File: src/rtl/rs_multi_cdb_pkg.sv
// rs_multi_cdb_pkg: shared types for the reservation station and its users.
package rs_multi_cdb_pkg;
    localparam int DEF_PREG_W  = 6;
    localparam int DEF_NUM_CDB = 2;
    localparam int PAYLOAD_W   = 16;

    typedef enum logic [1:0] {
        FU_ALU = 2'd0,
        FU_MUL = 2'd1,
        FU_MEM = 2'd2,
        FU_BR  = 2'd3
    } fu_type_e;

    typedef struct packed {
        logic [DEF_PREG_W-1:0] num;
        logic                  ready;
    } reg_t;

    typedef struct packed {
        fu_type_e              fu;
        reg_t                  tag1;
        reg_t                  tag2;
        logic [DEF_PREG_W-1:0] dest;
        logic [PAYLOAD_W-1:0]  payload;
    } rs_packet_t;
endpackage

File: src/rtl/rs_multi_cdb_prio_enc_lsb.sv
// prio_enc_lsb: index of the lowest set request bit, plus an any-set flag.
module prio_enc_lsb #(
    parameter int W  = 8,
    parameter int IW = (W > 1) ? $clog2(W) : 1
) (
    input  logic [W-1:0]  req,
    output logic          found,
    output logic [IW-1:0] idx
);
    always_comb begin
        found = |req;
        idx   = '0;
        for (int i = W - 1; i >= 0; i--)
            if (req[i]) idx = IW'(i);
    end
endmodule

File: src/rtl/rs_multi_cdb.sv
// rs_multi_cdb: unified reservation station snooping NUM_CDB completion buses,
// allocating into the lowest free slot and issuing the lowest ready slot.
module rs_multi_cdb
    import rs_multi_cdb_pkg::*;
#(
    parameter int NUM_ENTRIES = 8,
    parameter int NUM_CDB     = DEF_NUM_CDB,
    parameter int PREG_W      = DEF_PREG_W,
    parameter int IDX_W       = $clog2(NUM_ENTRIES)
) (
    input  logic                           clock,
    input  logic                           reset,
    input  logic                           alloc_valid,
    input  rs_packet_t                     packet_in,
    output logic                           alloc_ready,
    input  logic [NUM_CDB-1:0]             cdb_valid,
    input  logic [NUM_CDB-1:0][PREG_W-1:0] cdb_tag,
    output logic                           issue_valid,
    input  logic                           issue_ready,
    output rs_packet_t                     issued_packet,
    output logic [IDX_W-1:0]               issue_index,
    input  logic                           flush,
    output logic [IDX_W:0]                 free_count
);
    logic [NUM_ENTRIES-1:0]              valid_q, valid_d, ready_vec;
    rs_packet_t                          slot_q [NUM_ENTRIES];
    rs_packet_t                          slot_d [NUM_ENTRIES];
    rs_packet_t                          in_pkt;
    logic [NUM_ENTRIES-1:0][NUM_CDB-1:0] hit1, hit2;
    logic [NUM_CDB-1:0]                  byp1, byp2;
    logic [IDX_W-1:0]                    alloc_idx, sel_idx;

    for (genvar i = 0; i < NUM_ENTRIES; i++) begin : g_slot
        for (genvar c = 0; c < NUM_CDB; c++) begin : g_cdb
            assign hit1[i][c] = cdb_valid[c] && (cdb_tag[c] == slot_q[i].tag1.num);
            assign hit2[i][c] = cdb_valid[c] && (cdb_tag[c] == slot_q[i].tag2.num);
        end
        assign ready_vec[i] = valid_q[i] && slot_q[i].tag1.ready && slot_q[i].tag2.ready;
    end

    for (genvar c = 0; c < NUM_CDB; c++) begin : g_byp
        assign byp1[c] = cdb_valid[c] && (cdb_tag[c] == packet_in.tag1.num);
        assign byp2[c] = cdb_valid[c] && (cdb_tag[c] == packet_in.tag2.num);
    end

    prio_enc_lsb #(.W(NUM_ENTRIES), .IW(IDX_W)) u_free (
        .req(~valid_q), .found(alloc_ready), .idx(alloc_idx)
    );

    prio_enc_lsb #(.W(NUM_ENTRIES), .IW(IDX_W)) u_sel (
        .req(ready_vec), .found(issue_valid), .idx(sel_idx)
    );

    assign issue_index   = issue_valid ? sel_idx : '0;
    assign issued_packet = issue_valid ? slot_q[sel_idx] : '0;

    always_comb begin
        free_count = '0;
        for (int i = 0; i < NUM_ENTRIES; i++)
            free_count = free_count + (IDX_W+1)'(!valid_q[i]);
    end

    // Preg 0 is architecturally always ready; same-cycle broadcasts are bypassed in.
    always_comb begin
        in_pkt            = packet_in;
        in_pkt.tag1.ready = packet_in.tag1.ready || (|byp1) || (packet_in.tag1.num == '0);
        in_pkt.tag2.ready = packet_in.tag2.ready || (|byp2) || (packet_in.tag2.num == '0);
    end

    always_comb begin
        valid_d = valid_q;
        for (int i = 0; i < NUM_ENTRIES; i++) begin
            slot_d[i]            = slot_q[i];
            slot_d[i].tag1.ready = slot_q[i].tag1.ready || (|hit1[i]);
            slot_d[i].tag2.ready = slot_q[i].tag2.ready || (|hit2[i]);
        end
        if (issue_valid && issue_ready) valid_d[sel_idx] = 1'b0;
        if (alloc_valid && alloc_ready) begin
            valid_d[alloc_idx] = 1'b1;
            slot_d[alloc_idx]  = in_pkt;
        end
        if (flush) valid_d = '0;
    end

    always_ff @(posedge clock) begin
        if (reset) begin
            valid_q <= '0;
            for (int i = 0; i < NUM_ENTRIES; i++) slot_q[i] <= '0;
        end else begin
            valid_q <= valid_d;
            for (int i = 0; i < NUM_ENTRIES; i++) slot_q[i] <= slot_d[i];
        end
    end
endmodule

File: config.mk
export PLATFORM = sky130hd
export DESIGN_NAME = rs_multi_cdb
export DESIGN_NICKNAME = d
export VERILOG_FILES = /design/src/rtl/rs_multi_cdb_pkg.sv /design/src/rtl/rs_multi_cdb_prio_enc_lsb.sv /design/src/rtl/rs_multi_cdb.sv
export SDC_FILE = /design/constraint.sdc
export NUM_CORES = 1
export LEC_CHECK = 0
export CORE_MARGIN = 1
export CORE_UTILIZATION = 41
export DETAILED_ROUTE_END_ITERATION = 10
export PLACE_DENSITY_LB_ADDON = 0.25
export RECOVER_POWER = 25
export SYNTH_ARGS = -nofsm -noshare
export SYNTH_HDL_FRONTEND = slang
export SYNTH_SLANG_ARGS = --single-unit
File: constraint.sdc
create_clock -name clock -period 2.85 [get_ports clock]
set_input_delay 0.4275 -clock clock [delete_from_list [all_inputs] [get_ports clock]]
set_output_delay 0.4275 -clock clock [all_outputs]
set_load 0.03 [all_outputs]
==> results of run 1 <==
-- per-layer routing --
metal / GRT usage, % / up-vias / share of wire (%)
met5: 0 / - / 0
met3: 5.43 / 176 / 11
met2: 47.3 / 1062 / 44
li1: - / 7701 / -
met4: 13.3 / 0 / 4.0
met1: 41.7 / 8141 / 41
-- what timing repair did --
action	4_1_cts	5_1_grt
gates resized for setup	201	59
setup endpoints to repair	46	91
hold endpoints to repair	0	0
buffers inserted	29	8
cloned	10	5
pin swaps	39	17
-- power breakdown --
group	leakage (uW)	total (uW)	internal [uW]	switching [uW]
clock network	0.000621	5020	3100	1910
registers	0.00252	4470	4410	56.4
logic	0.00434	870	339	531
-- cells in the final DEF (no fill, tap or decap), types with 54 or more instances in the layout --
master,n
sky130_fd_sc_hd__a21oi_1,296
sky130_fd_sc_hd__dfxtp_1,308
sky130_fd_sc_hd__nor3_1,58
sky130_fd_sc_hd__clkdlybuf4s50_1,55
sky130_fd_sc_hd__nand2_1,621
sky130_fd_sc_hd__nor4_1,54
sky130_fd_sc_hd__o21ai_0,76
sky130_fd_sc_hd__xnor2_1,108
sky130_fd_sc_hd__xor2_1,108
sky130_fd_sc_hd__buf_4,108
-- cells by family after synthesis --
family          after synthesis
simple gates                839
compound gates              582
flops                       312
buf+inv                     231
xor+xnor                    217
fa+ha+maj                     8
-- worst max-delay path, stage by stage, from the launching register on --
cell and delay [ps]:
sky130_fd_sc_hd__dfxtp_2 320, sky130_fd_sc_hd__fa_1 550, sky130_fd_sc_hd__fa_1 440, sky130_fd_sc_hd__fa_1 460
sky130_fd_sc_hd__inv_2 80, sky130_fd_sc_hd__ha_4 120, sky130_fd_sc_hd__inv_2 30, sky130_fd_sc_hd__fa_2 540
sky130_fd_sc_hd__inv_4 30, sky130_fd_sc_hd__buf_6 120
-- final cells by class --
type	instances	share of cell area (%)
multi-input combinational	1648	47.1
tap	518	3.01
inverter	13	0.296
timing repair buffer	272	14.7
clock buffer	55	5.07
sequential	312	29.0
clock inverter	9	0.836
-- metrics by stage --
stage	worst slack, ps	hold WS (ps)	total power, uW
global route	-908	380	10600
finish	-800	346	10400
detailed placement	-446	443	5360
floorplan	-215	433	5060
global placement	-399	438	5340
CTS	-833	360	10300
-- path summary, 6_finish.rpt --
check / start / to / slack (ps)
worst min register to register: register / register / 450
worst max-delay path: valid_q[0]$_SDFF_PP0_ / free_count[1] / -800
worst min-delay path: reset / register / 350
worst max register to register: valid_q[0]$_SDFF_PP0_ / slot_q[1][22]$_SDFF_PP0_ / 100
==> metrics, run 1 <==
run status finished with violations; violated checks negative setup slack; number of placement rows between 70 and 80; Final min period ~3700 ps; filler cell count 3470; Critical Setup Path Class register to primary output; count of warnings emitted by yosys 0; Final Hold Viols 0; Synth area leaders sky130_fd_sc_hd__dfxtp_1 (38%), sky130_fd_sc_hd__nand2_1 (14%), sky130_fd_sc_hd__a21oi_1 (9.4%); Netlist Area Pre-Place roughly 16000 um2; initial antenna violation count 0; Max Clk Rate between 200 and 300 MHz; worst max-slew margin expressed relative to the limit between 30 and 40%; Main synth FF type sky130_fd_sc_hd__dfxtp_1; Detailed Routing Iterations Pass 1 6; final standard cell count with taps included and fillers excluded roughly 2.8k; actual transition at the worst max-transition pin ~1000 ps; startpoint types register; DRC errors left 0; maxcap violations 0; total detailed-routing wirelength 64.8 mm; TritonCTS clock tree yes; simple logic cell fraction of the synthesized area a little over a fifth; post-synthesis cell type with the largest combined area sky130_fd_sc_hd__dfxtp_1; PD cells about 480 nW/um2; xor/xnor cell area share of the yosys netlist between 10% and 20%; main combinational cell family by area after synthesis simple AND/OR/NAND/NOR gates; area taken by flip-flops and latches 6250 um2; number of buffers created by CTS 37; number of buffers on the longest clock path 3; post-synthesis compound-gate area fraction a little over a fifth; post-DR wirelength/cell 22.9 um; Data required, critical path between 2000 and 2500 ps; FFs w/ async S/R, synth 0%; fraction of final layout cells sized beyond drive strength 1 18.1%; gate count after technology mapping around 2.2k; insertion delay of the later-clocked pin in the worst-skew pair between 500 and 600 ps; overall die height 202 um; number of nets produced by synthesis around 2.3k; antenna diode count 0; post-synthesis sequential element count between 300 and 400; count of unique library cells instantiated by Yosys 47; hold depth 2; Placement Cell Area roughly 18000 um2; depth of the worst register-to-register path 11; post-DP HPWL roughly 38 mm; cell leakage power roughly 0.0075 uW; Setup WS post-layout -800 ps; maximum clock skew at final layout between 10 and 15 ps; setup_tns -25020 ps; average cell area after synthesis approximately 7.5 um2; fin util between 50 and 60%; share of synthesized cell area in full adder, half adder and majority cells less than 1%; Overflow after GRT 0; residual antenna-violating net count after detailed routing 0; Placed Cells roughly 2.7k; TritonCTS sink count 312; H-Tree Level Count 2; final standard cell area without fillers about 22000 um2; area of the placeable core just under 40000 um2; endpoints failing setup 44; Max Transition Viols Final 0; nature of the critical path endpoint primary output; post-synthesis mux area share 0%; via density per instance around 6.0; wire length of the first global-routing pass between 90 and 100 mm; floorplan die area ~40000 um2; signed area change from the synthesized netlist to the final layout 31.7%; Clk Tree Root Cell sky130_fd_sc_hd__clkbuf_16; vias in the first global route about 16k; pin count of the biggest net entering global routing 83; worst hold-check path type input port to register; Data arrival, critical path around 3200 ps; first-iteration detailed-routing DRC count just over 2k; area occupied by multi-input gates about 10000 um2; number of nets in the layout approximately 2.3k; io pins about 100; share of the yosys chip area belonging to registers between 30% and 40%; maximum VDD drop 0.381 mV; number of I/O port buffers 103; Crit Path Max Fanout 2; effective utilization at floorplan a little over two fifths; most numerous cell in the Yosys netlist sky130_fd_sc_hd__nand2_1; detailed-route via count approximately 17k; number of buffers added to fix hold violations after cts 0; clock transition at the registers of the reported paths 60 ps; final worst-path cycle share 128%; unrepaired setup endpoints after global routing true; gpl congestion 0.957; gr usage total between 30% and 40%; number of synthesized flops with an enable pin 0; area share of the leading cell type in the synthesized netlist 38.2%; overall die width roughly 200 um; most instantiated cells after synthesis sky130_fd_sc_hd__nand2_1 (622), sky130_fd_sc_hd__dfxtp_1 (312), sky130_fd_sc_hd__a21oi_1 (307)
Power figures use the tool's default switching activity.
==> run 2, diff against run 1 <==
--- a/config.mk
+++ b/config.mk
@@ -8,8 +8,10 @@
 export CORE_MARGIN = 1
 export CORE_UTILIZATION = 41
 export DETAILED_ROUTE_END_ITERATION = 10
+export MAX_ROUTING_LAYER = met4
 export PLACE_DENSITY_LB_ADDON = 0.25
 export RECOVER_POWER = 25
+export SLEW_MARGIN = 10
 export SYNTH_ARGS = -nofsm -noshare
 export SYNTH_HDL_FRONTEND = slang
 export SYNTH_SLANG_ARGS = --single-unit
==> run 2 against run 1 <==
- cell count decreased by 0.28%
- clock-buffer cell count unchanged
- first-iteration DRC count decreased by 19%
- sequential share of layout area increased by 0.37 points
- the flow still finishes with violations (negative setup slack)
- worst setup slack got worse by 15 ps
- clock skew increased by 8.9 ps
- combinational power decreased by 2.6%
==> metrics, run 2 (synthesized netlist as in run 1, its figures left out) <==
run status finished with violations; violated checks negative setup slack; Crit Path Max Fanout 7 (+5); unrepaired setup endpoints after global routing true; detailed-route via count 16.8k (-1.6%); Detailed Routing Iterations Pass 1 5 (-1); maxcap violations 0 (unchanged); residual antenna-violating net count after detailed routing 0 (unchanged); first-iteration detailed-routing DRC count 1688 (-19%); vias in the first global route 16.3k (-0.72%); post-DR wirelength/cell 22.2 um (-3.1%); maximum VDD drop 0.447 mV (+17%); area of the placeable core 39000 um2 (unchanged); critical-path cell with the highest stage delay sky130_fd_sc_hd__or3_4; effective utilization at floorplan 41.9% (unchanged); number of buffers on the longest clock path 3 (unchanged); overall die width 202 um (unchanged); maximum clock skew at final layout 22.9 ps (+8.92 ps); final standard cell count with taps included and fillers excluded 2819 (-0.28%); number of I/O port buffers 103 (unchanged); worst hold-check path type input port to register; endpoints failing setup 60 (+36%); wire length of the first global-routing pass 96.4 mm (-0.97%); number of nets in the layout 2342 (-0.30%); Clk Tree Root Cell sky130_fd_sc_hd__clkbuf_16; H-Tree Level Count 2 (unchanged); clock transition at the registers of the reported paths 60 ps (about the same); startpoint types register; pin count of the biggest net entering global routing 76 (-8.4%); floorplan die area 40700 um2 (unchanged); initial antenna violation count 0 (unchanged); io pins 104 (unchanged); worst max-slew margin expressed relative to the limit 31.5% (-0.72 points); TritonCTS sink count 312 (unchanged); Design Power 10000 uW (-3.5%); signed area change from the synthesized netlist to the final layout 30.1%; Max Clk Rate 273 MHz (-0.42%); Placed Cells 2730 (+0.52%); fraction of final layout cells sized beyond drive strength 1 18.2% (+0.11 points); Final Hold Viols 0 (unchanged); cell leakage power 0.00734 uW (-2.0%); nature of the critical path endpoint primary output; Final min period 3670 ps (+15.3 ps); most common library cell in the layout ignoring fill and taps sky130_fd_sc_hd__nand2_1; Data arrival, critical path 3240 ps (+20 ps); number of buffers created by CTS 37 (unchanged); antenna diode count 0 (unchanged); gpl congestion 0.964 (+0.74%); Critical Setup Path Class register to primary output; Overflow after GRT 0 (unchanged); gr usage total 31.1% (+0.49 points); Max Transition Viols Final 0 (unchanged); most prevalent standard cell on the critical path sky130_fd_sc_hd__buf_6; buffering stage count on the worst path with inverters included 6 (+2); DRC errors left 0 (unchanged); actual transition at the worst max-transition pin 1030 ps (+9.41 ps); final worst-path cycle share 129% (+0.54 points); TritonCTS clock tree yes; via density per instance 5.96 (-1.4%); PD cells 469 nW/um2 (-2.3%); number of placement rows 72 (unchanged); post-DP HPWL 38.4 mm (+1.3%); CP top delay family buffers and inverters; insertion delay of the later-clocked pin in the worst-skew pair 530 ps (about the same); Data required, critical path 2420 ps (about the same); most frequent cells in the layout sky130_fd_sc_hd__nand2_1 (621), sky130_fd_sc_hd__dfxtp_1 (305), sky130_fd_sc_hd__a21oi_1 (294), sky130_fd_sc_hd__xor2_1 (108), sky130_fd_sc_hd__xnor2_1 (108); number of buffers added to fix hold violations after cts 0 (unchanged); total detailed-routing wirelength 62.6 mm (-3.4%); Setup WS post-layout -816 ps (-15.3 ps); overall die height 202 um (unchanged); Crit path largest cell delay 370 ps (-180 ps); worst-path cell chain buf_6 -> buf_6 -> clkbuf_1 -> and3_4 -> or3_4 -> o211a_4 -> buf_12 -> buf_6 -> a31oi_4 -> o221ai_2 -> a21oi_4 -> buf_12
## run 2: cell count changes in the layout (fill, tap and decap cells not counted), moves of 4 or more
cell | previous run | this run
sky130_fd_sc_hd__nor3_2 | 3 | 12
sky130_fd_sc_hd__or3_4 | 9 | 13
sky130_fd_sc_hd__o22ai_2 | 8 | 1
sky130_fd_sc_hd__buf_6 | 47 | 51
sky130_fd_sc_hd__bufinv_16 | 5 | 1
sky130_fd_sc_hd__nor3_1 | 58 | 49
sky130_fd_sc_hd__buf_12 | 47 | 39
sky130_fd_sc_hd__o22ai_1 | 29 | 37
sky130_fd_sc_hd__or3_1 | 5 | 1
## run 2: through the flow
step | hold slack (ps) | utilization, % | instance area, um2 | TNS, ps | worst slack [ps]
floorplan | 433 | - | 16400 | -401 | -215
global placement | 439 | 47.4 | 18500 | -952 | -369
detailed placement | 443 | 47.4 | 18500 | -1030 | -419
CTS | 317 | 53.9 | 21000 | -15100 | -798
global route | 339 | 54.6 | 21300 | -38330 | -873
finish | 322 | 54.6 | 21300 | -30000 | -816
## run 2: final cells by class
| class | instances | area, um2 |
|---|---|---|
| timing repair buffer | 267 | 2940 |
| clock inverter | 8 | 95.1 |
| clock buffer | 55 | 1090 |
| fill | 3464 | 17700 |
| sequential | 312 | 6250 |
| inverter | 13 | 56.3 |
| tap | 518 | 648 |
| multi-input combinational | 1646 | 10200 |
## run 2: power by group
group          switching (uW)  internal, uW  total, uW
logic                     516           331        847
clock network            1930          2750       4680
registers                56.5          4410       4470
## run 2: final timing paths
check	startpoint	endpoint	slack [ps]	depth (start not counted)
min	reset	register	320	2
min reg2reg	register	register	450	2
max reg2reg	valid_q[0]$_SDFF_PP0_	register	-40	11
max	valid_q[0]$_SDFF_PP0_	issued_packet[33]	-820	12
## run 2: what timing repair did
item / 4_1_cts / 5_1_grt
gates resized for setup: 215 / 55
setup endpoints to repair: 46 / 45
pin swaps: 33 / 31
buffers inserted: 15 / 8
gates cloned: 8 / 0
## run 2: layer usage
layer	track usage, %	part of all wire [%]
met5	-	0
met4	12.4	3.6
met3	4.47	8.6
met2	47.7	45
met1	41.1	42
